[config.mk]
export PLATFORM = sky130hd
export DESIGN_NAME = seq_mul
export DESIGN_NICKNAME = d
export VERILOG_FILES = /design/src/rtl/seq_mul.sv
export SDC_FILE = /design/constraint.sdc
export NUM_CORES = 1
export LEC_CHECK = 0
export BUFFER_PORTS_ARGS = -buffer_cell sky130_fd_sc_hd__buf_2
export CAP_MARGIN = 5
export CORE_ASPECT_RATIO = 0.9
export CORE_UTILIZATION = 55
export DETAILED_ROUTE_END_ITERATION = 7
export MAX_ROUTING_LAYER = met4
export PLACE_DENSITY_LB_ADDON = 0.3
export REMOVE_ABC_BUFFERS = 1
export SYNTH_ARGS = -nofsm -noshare
export SYNTH_HDL_FRONTEND = slang
export SYNTH_SLANG_ARGS = --single-unit
[constraint.sdc]
create_clock -name clk -period 4.4 [get_ports clk]
set_input_delay 0.66 -clock clk [delete_from_list [all_inputs] [get_ports clk]]
set_output_delay 0.66 -clock clk [all_outputs]
set_load 0.05 [all_outputs]
[src/rtl/seq_mul.sv]
// Sequential radix-2 shift-add multiplier: one multiplier bit per cycle on operand
// magnitudes, with the sign applied to the final 2*WIDTH-bit result.
module seq_mul #(
    parameter int WIDTH = 8
) (
    input  logic                 clk,
    input  logic                 rst_n,
    input  logic                 start,
    input  logic                 signed_mode,
    input  logic [WIDTH-1:0]     a,
    input  logic [WIDTH-1:0]     b,
    output logic                 busy,
    output logic                 done,
    output logic [2*WIDTH-1:0]   product
);

    localparam int CNT_W = $clog2(WIDTH);

    typedef enum logic [1:0] {
        IDLE,
        CALC,
        DONE
    } state_t;

    state_t state, state_next;

    logic [2*WIDTH-1:0] mcand_sh;
    logic [2*WIDTH-1:0] acc;
    logic [2*WIDTH-1:0] acc_next;
    logic [WIDTH-1:0]   mplier;
    logic               neg;
    logic [CNT_W-1:0]   cnt;
    logic               last_step;

    // Magnitude as unsigned WIDTH bits; the most-negative value maps to 2^(WIDTH-1).
    function automatic logic [WIDTH-1:0] magnitude(input logic [WIDTH-1:0] v,
                                                   input logic is_signed);
        return (is_signed && v[WIDTH-1]) ? (~v + WIDTH'(1)) : v;
    endfunction

    // Two's-complement negation leaves zero at zero.
    function automatic logic [2*WIDTH-1:0] apply_sign(input logic [2*WIDTH-1:0] m,
                                                      input logic negate);
        return negate ? (~m + (2*WIDTH)'(1)) : m;
    endfunction

    assign last_step = (cnt == CNT_W'(WIDTH - 1));
    assign acc_next  = acc + (mplier[0] ? mcand_sh : '0);

    always_comb begin
        state_next = state;
        busy       = 1'b0;
        done       = 1'b0;
        case (state)
            IDLE: begin
                if (start) state_next = CALC;
            end
            CALC: begin
                busy = 1'b1;
                if (last_step) state_next = DONE;
            end
            DONE: begin
                done       = 1'b1;
                state_next = start ? CALC : IDLE;
            end
            default: state_next = IDLE;
        endcase
    end

    always_ff @(posedge clk) begin
        if (!rst_n) state <= IDLE;
        else        state <= state_next;
    end

    always_ff @(posedge clk) begin
        if (!rst_n) begin
            mcand_sh <= '0;
            mplier   <= '0;
            neg      <= 1'b0;
            cnt      <= '0;
            acc      <= '0;
            product  <= '0;
        end else begin
            case (state)
                IDLE, DONE: begin
                    if (start) begin
                        mcand_sh <= {{WIDTH{1'b0}}, magnitude(a, signed_mode)};
                        mplier   <= magnitude(b, signed_mode);
                        neg      <= signed_mode & (a[WIDTH-1] ^ b[WIDTH-1]);
                        cnt      <= '0;
                        acc      <= '0;
                    end
                end
                CALC: begin
                    // Final step folds the last partial product straight into the result.
                    acc      <= acc_next;
                    mcand_sh <= mcand_sh << 1;
                    mplier   <= mplier >> 1;
                    cnt      <= cnt + CNT_W'(1);
                    if (last_step) product <= apply_sign(acc_next, neg);
                end
                default: ;
            endcase
        end
    end

endmodule

==> flow_summary.yaml, run 1 <==
worst_setup_path:
  crit_required_ns: 4.66
  r2r-end: "product[15]"
  cp_max_fo: 17
  crit-reg2reg-launch: "mplier[0]"
  critPathKind: "reg -> reg"
  reg2reg_setup_slack_ns: 1.06
  cp.arrival_ns: 3.60
  start_kind: "register"
  rr_worst_depth: 11
  cp-end-kind: "register"
finish:
  antenna_cells: 0
  layout_commonest_cell: "nor2_1"
  final_util: 0.625
  final_layout_size_suffix_gt1_frac: 0.150
  multi_input_area_um2: 2550
  fillers: 639
  mostFrequentLayoutCells: "nor2_1 (65), dfxtp_1 (62), nand2_1 (43), a21oi_1 (40)"
  stdcell_count: 619
  area_growth_pct: 10.1
  seq_area_um2: 1240
  finalNetCount: 562
clock_tree:
  numClockSinks: 62
  cts_setup_buffers: 0
  clk_pin_slew_worst_paths_ns: 0.07
  ctsRootBufferMaster: "clkbuf_8"
  ctsHtreeMaxLevel: 3
  cts_buffers: 9
  cts_buffer_depth: 2
  clock_latency_ns: 0.34
  cts_resized: 0
  tritoncts: "done"
  ctsHoldBuffers: 0
floorplan:
  die-area_um2: 7610
  io-pin-count: 38
  rows: 29
  coreArea_um2: 7040
  start_util: 0.568
  fp.dieW_um: 91.9
  die_h_um: 82.9
logic_synthesis:
  synth.largest_area_cell: "dfxtp_1"
  synthDistinctLibCells: 68
  yosys_warnings: 0
  yosys_register_bits: 62
  synth_area_um2: 4000
  yosysSeqAreaShare: 0.311
  synthArstFlopShare: 0
  synth_top_area_share: 0.311
  synth_edf_count: 0
  synth_area_leaders: "dfxtp_1 (31%), a22oi_1 (7.0%), ha_1 (6.3%)"
  ys.flop_type: "dfxtp_1"
  syn_avg_cell_area_um2: 8.06
  synthCells: 496
min_path:
  hold_end: "product[0]"
  hp-class: "reg -> reg"
  hold_depth: 2
  hp-start: "product[0]"
global_route:
  grt_pass1_vias: 3236
  globalRouteOverflowTotal: 0
  grtUsageTotal: 0.246
  antenna_found_initial: 0
  grt_pass1_wl_mm: 14.8
  grt_max_degree: 37
timing:
  final.setup.tns_ns: 0
  slew_headroom: 0.343
  fmax_mhz: 299
  slew_violations: 0
  clock-skew-final_ns: 0.0100
  rsz0062_at_grt: "no"
  hold_violations: 0
  worst_pin_slew_ns: 0.984
  setup_violations: 0
  final.min_clock_period_ns: 3.34
  finalCritPeriodShare: 0.760
flow_run:
  max_cap_violations: 0
outcome:
  run_status: "complete, no violations"
detailed_routing:
  ant_nets: 0
  drcViolationCount: 0
  via_count: 3618
  wl_mm: 8.94
  drtIter0Drc: 203
  viasPerCell: 5.84
  routedWlPerCell_um: 14.4
  drtPass1Iterations: 5
placement:
  placement.io_buffers: 37
  gp_congestion: 0.894
  dp_hpwl_mm: 6.61
  placedCellCount: 603
power:
  peakVddDrop_v: 0.000183
  cellLeakagePower_nw: 1.85
  power.density_nw_per_um2: 290
## critical path: stages, from the launching register on
cell	delay, ns
dfxtp_1	0.44
and2_1	0.20
ha_1	0.22
fa_1	0.43
a21o_1	0.22
a221oi_4	0.38
o21ai_1	0.12
a211oi_1	0.25
xor2_1	0.33
nor4b_2	0.31
mux2i_1	0.22
o2bb2ai_1	0.12
## final cells by class
class                   count  share of cell area
repair buffers             41              0.0489
multi-input cells         389               0.578
clock inverters             4              0.0159
flip-flops and latches     62               0.282
clock buffers              12              0.0330
well taps                  93              0.0264
inverters                  18              0.0153
## logic make-up after synthesis
group                    Yosys count  synth area share
multiplexers                       8            0.0207
adder cells (fa/ha/maj)           21            0.0676
flip-flops                        62             0.311
AO/OA/AOI/OAI                    140             0.251
XOR/XNOR                          27            0.0611
buffers and inverters             45            0.0529
AND/OR/NAND/NOR                  193             0.236
## how the worst max path moves through the flow
stage | endpoint | start | cells past startpoint
detailed placement | product[15] | mplier[0] | 11
finish | product[15] | mplier[0] | 11
floorplan | product[12] | mplier[0] | 11
global route | product[15] | mplier[0] | 11
CTS | product[15] | mplier[0] | 11
global placement | product[12] | mplier[0] | 11
## registers in the layout, indices dropped and copies added, names as in the netlist
name      flops
acc          16
cnt           3
mcand_sh     16
mplier        8
neg           1
product      16
state         2
## through the flow
| step | cell area [µm²] | hold WS (ns) | power [mW] | setup WS [ns] |
|---|---|---|---|---|
| finish | 4400 | 0.460 | 1.28 | 1.06 |
| global route | 4400 | 0.494 | 1.33 | 0.799 |
| CTS | 4400 | 0.463 | 1.29 | 1.07 |
| detailed placement | 4190 | 0.454 | 0.745 | 1.08 |
| global placement | 4190 | 0.436 | 0.740 | 1.18 |
| floorplan | 3850 | 0.441 | 0.697 | 1.37 |
## power breakdown
group	internal, mW	switching [mW]
registers	0.575	0.0128
logic	0.0513	0.0925
clock network	0.333	0.213
## metal layers
layer,global-route usage,share of wire,vias to the layer above
li1,-,-,1841
met1,0.315,0.48,1666
met2,0.389,0.46,94
met3,0.0495,0.051,17
met4,0.0810,0.014,0
met5,-,0,-
## cells in the mapped netlist (all sizes together) (5+ instances only)
master	instances
xnor2	9
ha	20
and2	19
a211oi	11
nor2b	5
o21ai	16
buf	9
nand3	19
nor2	67
xor2	18
nor3	12
nand2	43
inv	18
a22oi	37
mux2i	6
clkbuf	18
a31oi	5
a21oi	40
dfxtp	62
and3	8
Power figures use the tool's default switching activity.
==> run 2: changes to the inputs <==
- clock period: 4.4 -> 3.11 ns (I/O delays scaled with it)
==> run 2 against run 1 <==
Effect of this change:
- design area increased by 4.8%
- cell count increased by 3.2%
- setup slack got worse by 0.94 ns
- clock-buffer cell count increased by 1
- combinational power increased by 62%
- global-route usage increased by 0.50 points
- sequential share of layout area decreased by 1.3 points
- critical path type unchanged
- largest cell class unchanged
- largest power group unchanged
==> flow_summary.yaml, run 2 (synthesis results as in run 1) <==
placement:
  gp_congestion: 0.857
  dp_hpwl_mm: 6.46
  placedCellCount: 616
  place_worst_setup_slack_ns: 0.0108
  placement.io_buffers: 37
floorplan:
  start_util: 0.568
  io-pin-count: 38
  die_h_um: 82.9
  fp.dieW_um: 91.9
  coreArea_um2: 7040
  die-area_um2: 7610
  rows: 29
worst_setup_path:
  crit-reg2reg-launch: "mcand_sh[0]"
  critPathKind: "reg -> reg"
  rr_worst_depth: 11
  start_kind: "register"
  cp_max_fo: 4
  crit_required_ns: 3.37
  endpoint: "product[12]"
  reg2reg_setup_slack_ns: 0.12
  r2r-end: "product[12]"
  cp.arrival_ns: 3.25
  cp-end-kind: "register"
  cp-startpoint: "mcand_sh[0]"
clock_tree:
  cts_buffers: 9
  ctsRootBufferMaster: "clkbuf_8"
  ctsHoldBuffers: 0
  tritoncts: "done"
  numClockSinks: 62
  clock_latency_ns: 0.35
  clk_pin_slew_worst_paths_ns: 0.07
  cts_buffer_depth: 2
  ctsHtreeMaxLevel: 3
finish:
  antenna_cells: 0
  mostFrequentLayoutCells: "nor2_1 (65), dfxtp_1 (61), nand2_1 (42), a21oi_1 (40)"
  layout_commonest_cell: "nor2_1"
  area_growth_pct: 15.4
  stdcell_count: 639
  finalNetCount: 582
  final_layout_size_suffix_gt1_frac: 0.200
  reg.largest.list: "acc: 16 flops, mcand_sh: 16 flops, product: 16 flops"
global_route:
  grtUsageTotal: 0.251
  grt_pass1_wl_mm: 15.0
  grt_pass1_vias: 3290
  globalRouteOverflowTotal: 0
  antenna_found_initial: 0
  grt_max_degree: 58
timing:
  hold_violations: 0
  worst_pin_slew_ns: 0.703
  fmax_mhz: 335
  hold_slack_ns: 0.395
  slew_headroom: 0.528
  setup_slack_ns: 0.123
  setup_violations: 0
  final.min_clock_period_ns: 2.99
  clock-skew-final_ns: 0.00601
  slew_violations: 0
  final.setup.tns_ns: 0
  finalCritPeriodShare: 0.961
detailed_routing:
  drtIter0Drc: 213
  viasPerCell: 5.76
  routedWlPerCell_um: 13.9
  drtPass1Iterations: 5
  via_count: 3681
  ant_nets: 0
  wl_mm: 8.90
  drcViolationCount: 0
power:
  cellLeakagePower_nw: 1.96
  p_total_mw: 1.78
  power.density_nw_per_um2: 386
  peakVddDrop_v: 0.000165
flow_run:
  max_cap_violations: 0
outcome:
  run_status: "complete, no violations"
min_path:
  hp-class: "in -> reg"
## run 2: final cells by class
cell class | count | area (µm²)
fillers | 641 | 2430
inverters | 18 | 67.6
clock buffers | 13 | 159
flip-flops and latches | 62 | 1240
repair buffers | 61 | 382
multi-input cells | 389 | 2600
clock inverters | 3 | 42.5
well taps | 93 | 116
## run 2: what timing repair did
| item | 4_1_cts | 5_1_grt |
|---|---|---|
| gates resized for setup | 1 | 14 |
| setup endpoints to repair | 1 | 7 |
| setup buffers | 0 | 7 |
| pin swaps | 1 | 6 |
## run 2: power breakdown
part	switching (mW)	internal [mW]	leakage, nW
Sequential	0.0130	0.814	0.503
Clock	0.307	0.413	0.0996
Combinational	0.142	0.0914	1.36
## run 2: per-stage QoR
stage               area (µm²)  utilization
finish                    4610        0.655
global route              4610        0.655
CTS                       4500        0.639
detailed placement        4300        0.610
global placement          4300        0.610
floorplan                 3850            -
## run 2: critical path, cell delays in order (launching register included)
cell	delay [ns]
dfxtp_1	0.33
and2_1	0.16
ha_2	0.19
fa_2	0.35
a21o_1	0.21
a221oi_4	0.37
mux2i_2	0.30
nor2_2	0.09
nand4_4	0.16
nor3_4	0.07
or3_2	0.42
a311oi_2	0.26
## run 2: how the worst min path moves through the flow
stage	cells after the start	start	slack, ns	to
2_1_floorplan	2	acc[8]	0.44	acc[8]
3_3_place_gp	2	product[7]	0.44	product[7]
3_5_place_dp	2	product[0]	0.45	product[0]
4_1_cts	2	rst_n	0.39	state[0]
5_1_grt	3	a[7]	0.40	mcand_sh[7]
6_report	2	rst_n	0.39	state[0]
## run 2: routing by layer
metal  track usage  vias to the layer above  share of wire
met2         0.382                       89           0.45
met1         0.337                     1692           0.47
li1              -                     1883              -
met3        0.0412                       17          0.057
met4        0.0909                        0          0.018
met5             -                        -              0
==> run 3: changes to the inputs <==
- CORE_UTILIZATION: 55 -> 60
- clock period: 3.11 -> 2.8 ns (I/O delays scaled with it)
==> run 3 against run 2 <==
Effect of this change:
- the flow now finishes with violations (setup timing)
- hold slack worse by 0.046 ns
- clock skew increased by 0.0023 ns
- clock-buffer cell count did not move
- flip-flop and latch count stayed put
- global-route usage grew 4.8 points
- clock power decreased by 2%
- combinational power increased by 15%
==> flow_summary.yaml, run 3 (synthesis results as in run 1) <==
outcome:
  run_status: "finished, violations left"
  violations: "setup timing"
clock_tree:
  ctsHtreeMaxLevel: 3
  ctsRootBufferMaster: "clkbuf_8"
  numClockSinks: 62
  cts_buffers: 9
  clk_pin_slew_worst_paths_ns: 0.07
  cts_buffer_depth: 2
  clock_latency_ns: 0.35
  tritoncts: "done"
worst_setup_path:
  crit_required_ns: 3.08
  rr_worst_depth: 11
  reg2reg_setup_slack_ns: -0.07
  cp.arrival_ns: 3.15
  start_kind: "register"
  critPathKind: "reg -> reg"
  cp-end-kind: "register"
  cp_max_fo: 4
finish:
  mostFrequentLayoutCells: "nor2_1 (65), dfxtp_1 (61), buf_4 (43), nand2_1 (42)"
  layout_commonest_cell: "nor2_1"
  antenna_cells: 0
  multi_input_area_um2: 2740
  seq_area_um2: 1240
  reg.largest.list: "acc: 16 flops, mcand_sh: 16 flops, product: 16 flops"
  final_layout_size_suffix_gt1_frac: 0.260
  fillers: 468
  area_growth_pct: 21.6
  finalNetCount: 603
timing:
  setup_slack_ns: -0.0688
  clock-skew-final_ns: 0.00829
  final.min_clock_period_ns: 2.87
  slew_headroom: 0.481
  setup_violations: 3
  fmax_mhz: 349
  finalCritPeriodShare: 1.02
  rsz0062_at_grt: "yes"
  worst_pin_slew_ns: 0.768
  final.setup.tns_ns: -0.125
  slew_violations: 0
  hold_violations: 0
detailed_routing:
  wl_mm: 9.67
  routedWlPerCell_um: 14.8
  drcViolationCount: 0
  viasPerCell: 5.92
  drtPass1Iterations: 5
  ant_nets: 0
  drtIter0Drc: 220
  via_count: 3859
floorplan:
  fp.dieW_um: 88.0
  coreArea_um2: 6280
  die-area_um2: 6990
  start_util: 0.636
  die_h_um: 79.4
  rows: 27
  io-pin-count: 38
global_route:
  grtUsageTotal: 0.300
  antenna_found_initial: 0
  globalRouteOverflowTotal: 0
  grt_max_degree: 58
  grt_pass1_vias: 3598
  grt_pass1_wl_mm: 15.9
power:
  p_switching_uw: 503
  peakVddDrop_v: 0.000351
  pwr-share-seq: 0.485
  cellLeakagePower_nw: 2.05
  p_comb_frac: 0.141
  p_int_mw: 1.39
  swShare: 0.266
  p_total_mw: 1.89
  power.density_nw_per_um2: 390
  clkPwrFrac: 0.374
placement:
  placement.io_buffers: 37
  dp_hpwl_mm: 6.88
  gp_congestion: 0.899
min_path:
  hp-class: "in -> reg"
  hold_depth: 2
flow_run:
  max_cap_violations: 0
[run 3: cell count changes in the layout (fill, tap and decap cells not counted), sizes merged]
cell	before	now
bufinv	1	0
buf	61	82
clkinvlp	1	0
[run 3: critical path, cell delays in order (launching register included)]
cell       delay, ns
dfxtp_2         0.33
and2_4          0.14
ha_4            0.15
fa_2            0.33
a21o_1          0.20
a221o_2         0.41
a211oi_2        0.22
o311ai_2        0.15
nand3b_1        0.26
or3_1           0.34
mux2i_1         0.14
o2bb2ai_1       0.12
[run 3: power groups by stage]
stage | clock network (mW) | logic [mW] | registers [mW]
global placement | 0 | 0.244 | 0.937
CTS | 0.718 | 0.259 | 0.918
finish | 0.707 | 0.267 | 0.919
global route | 0.754 | 0.292 | 0.920
floorplan | 0 | 0.157 | 0.938
detailed placement | 0 | 0.252 | 0.937
[run 3: repair_timing]
action                     in CTS  in global routing
pin swaps                       7                 11
setup endpoints to repair       8                  8
hold buffers                    0                  0
gates resized for setup        19                 19
buffers inserted                3                  2
[run 3: final cells by class]
class / count / share of cell area
Clock buffer: 13 / 0.0348
Clock inverter: 1 / 0.00103
Inverter: 18 / 0.0139
Multi-Input combinational cell: 389 / 0.563
Sequential cell: 62 / 0.256
Tap cell: 87 / 0.0224
Timing Repair Buffer: 82 / 0.109
[run 3: stage by stage]
stage / hold WS [ns] / util / cell area, µm² / setup WS, ns / instances
final: 0.349 / 0.773 / 4860 / -0.0688 / 652
after global routing: 0.364 / 0.773 / 4860 / -0.165 / 652
after CTS: 0.345 / 0.758 / 4760 / -0.0508 / 650
after detailed placement: 0.445 / 0.708 / 4450 / -0.212 / 633
after global placement: 0.437 / 0.708 / 4450 / -0.139 / 633
after floorplan: 0.441 / - / 3850 / -0.231 / 469
[run 3: path summary, 6_finish.rpt]
check                                start     endpoint
worst max-delay path             mplier[0]  product[15]
worst min-delay path                 rst_n     state[0]
worst max register to register   mplier[0]  product[15]
worst min register to register  product[7]   product[7]
[run 3: layer usage]
layer | routed length (µm) | global-route usage
met4 | 223 | 0.124
met5 | 0 | -
met1 | 4390 | 0.357
met2 | 4550 | 0.491
met3 | 496 | 0.0651
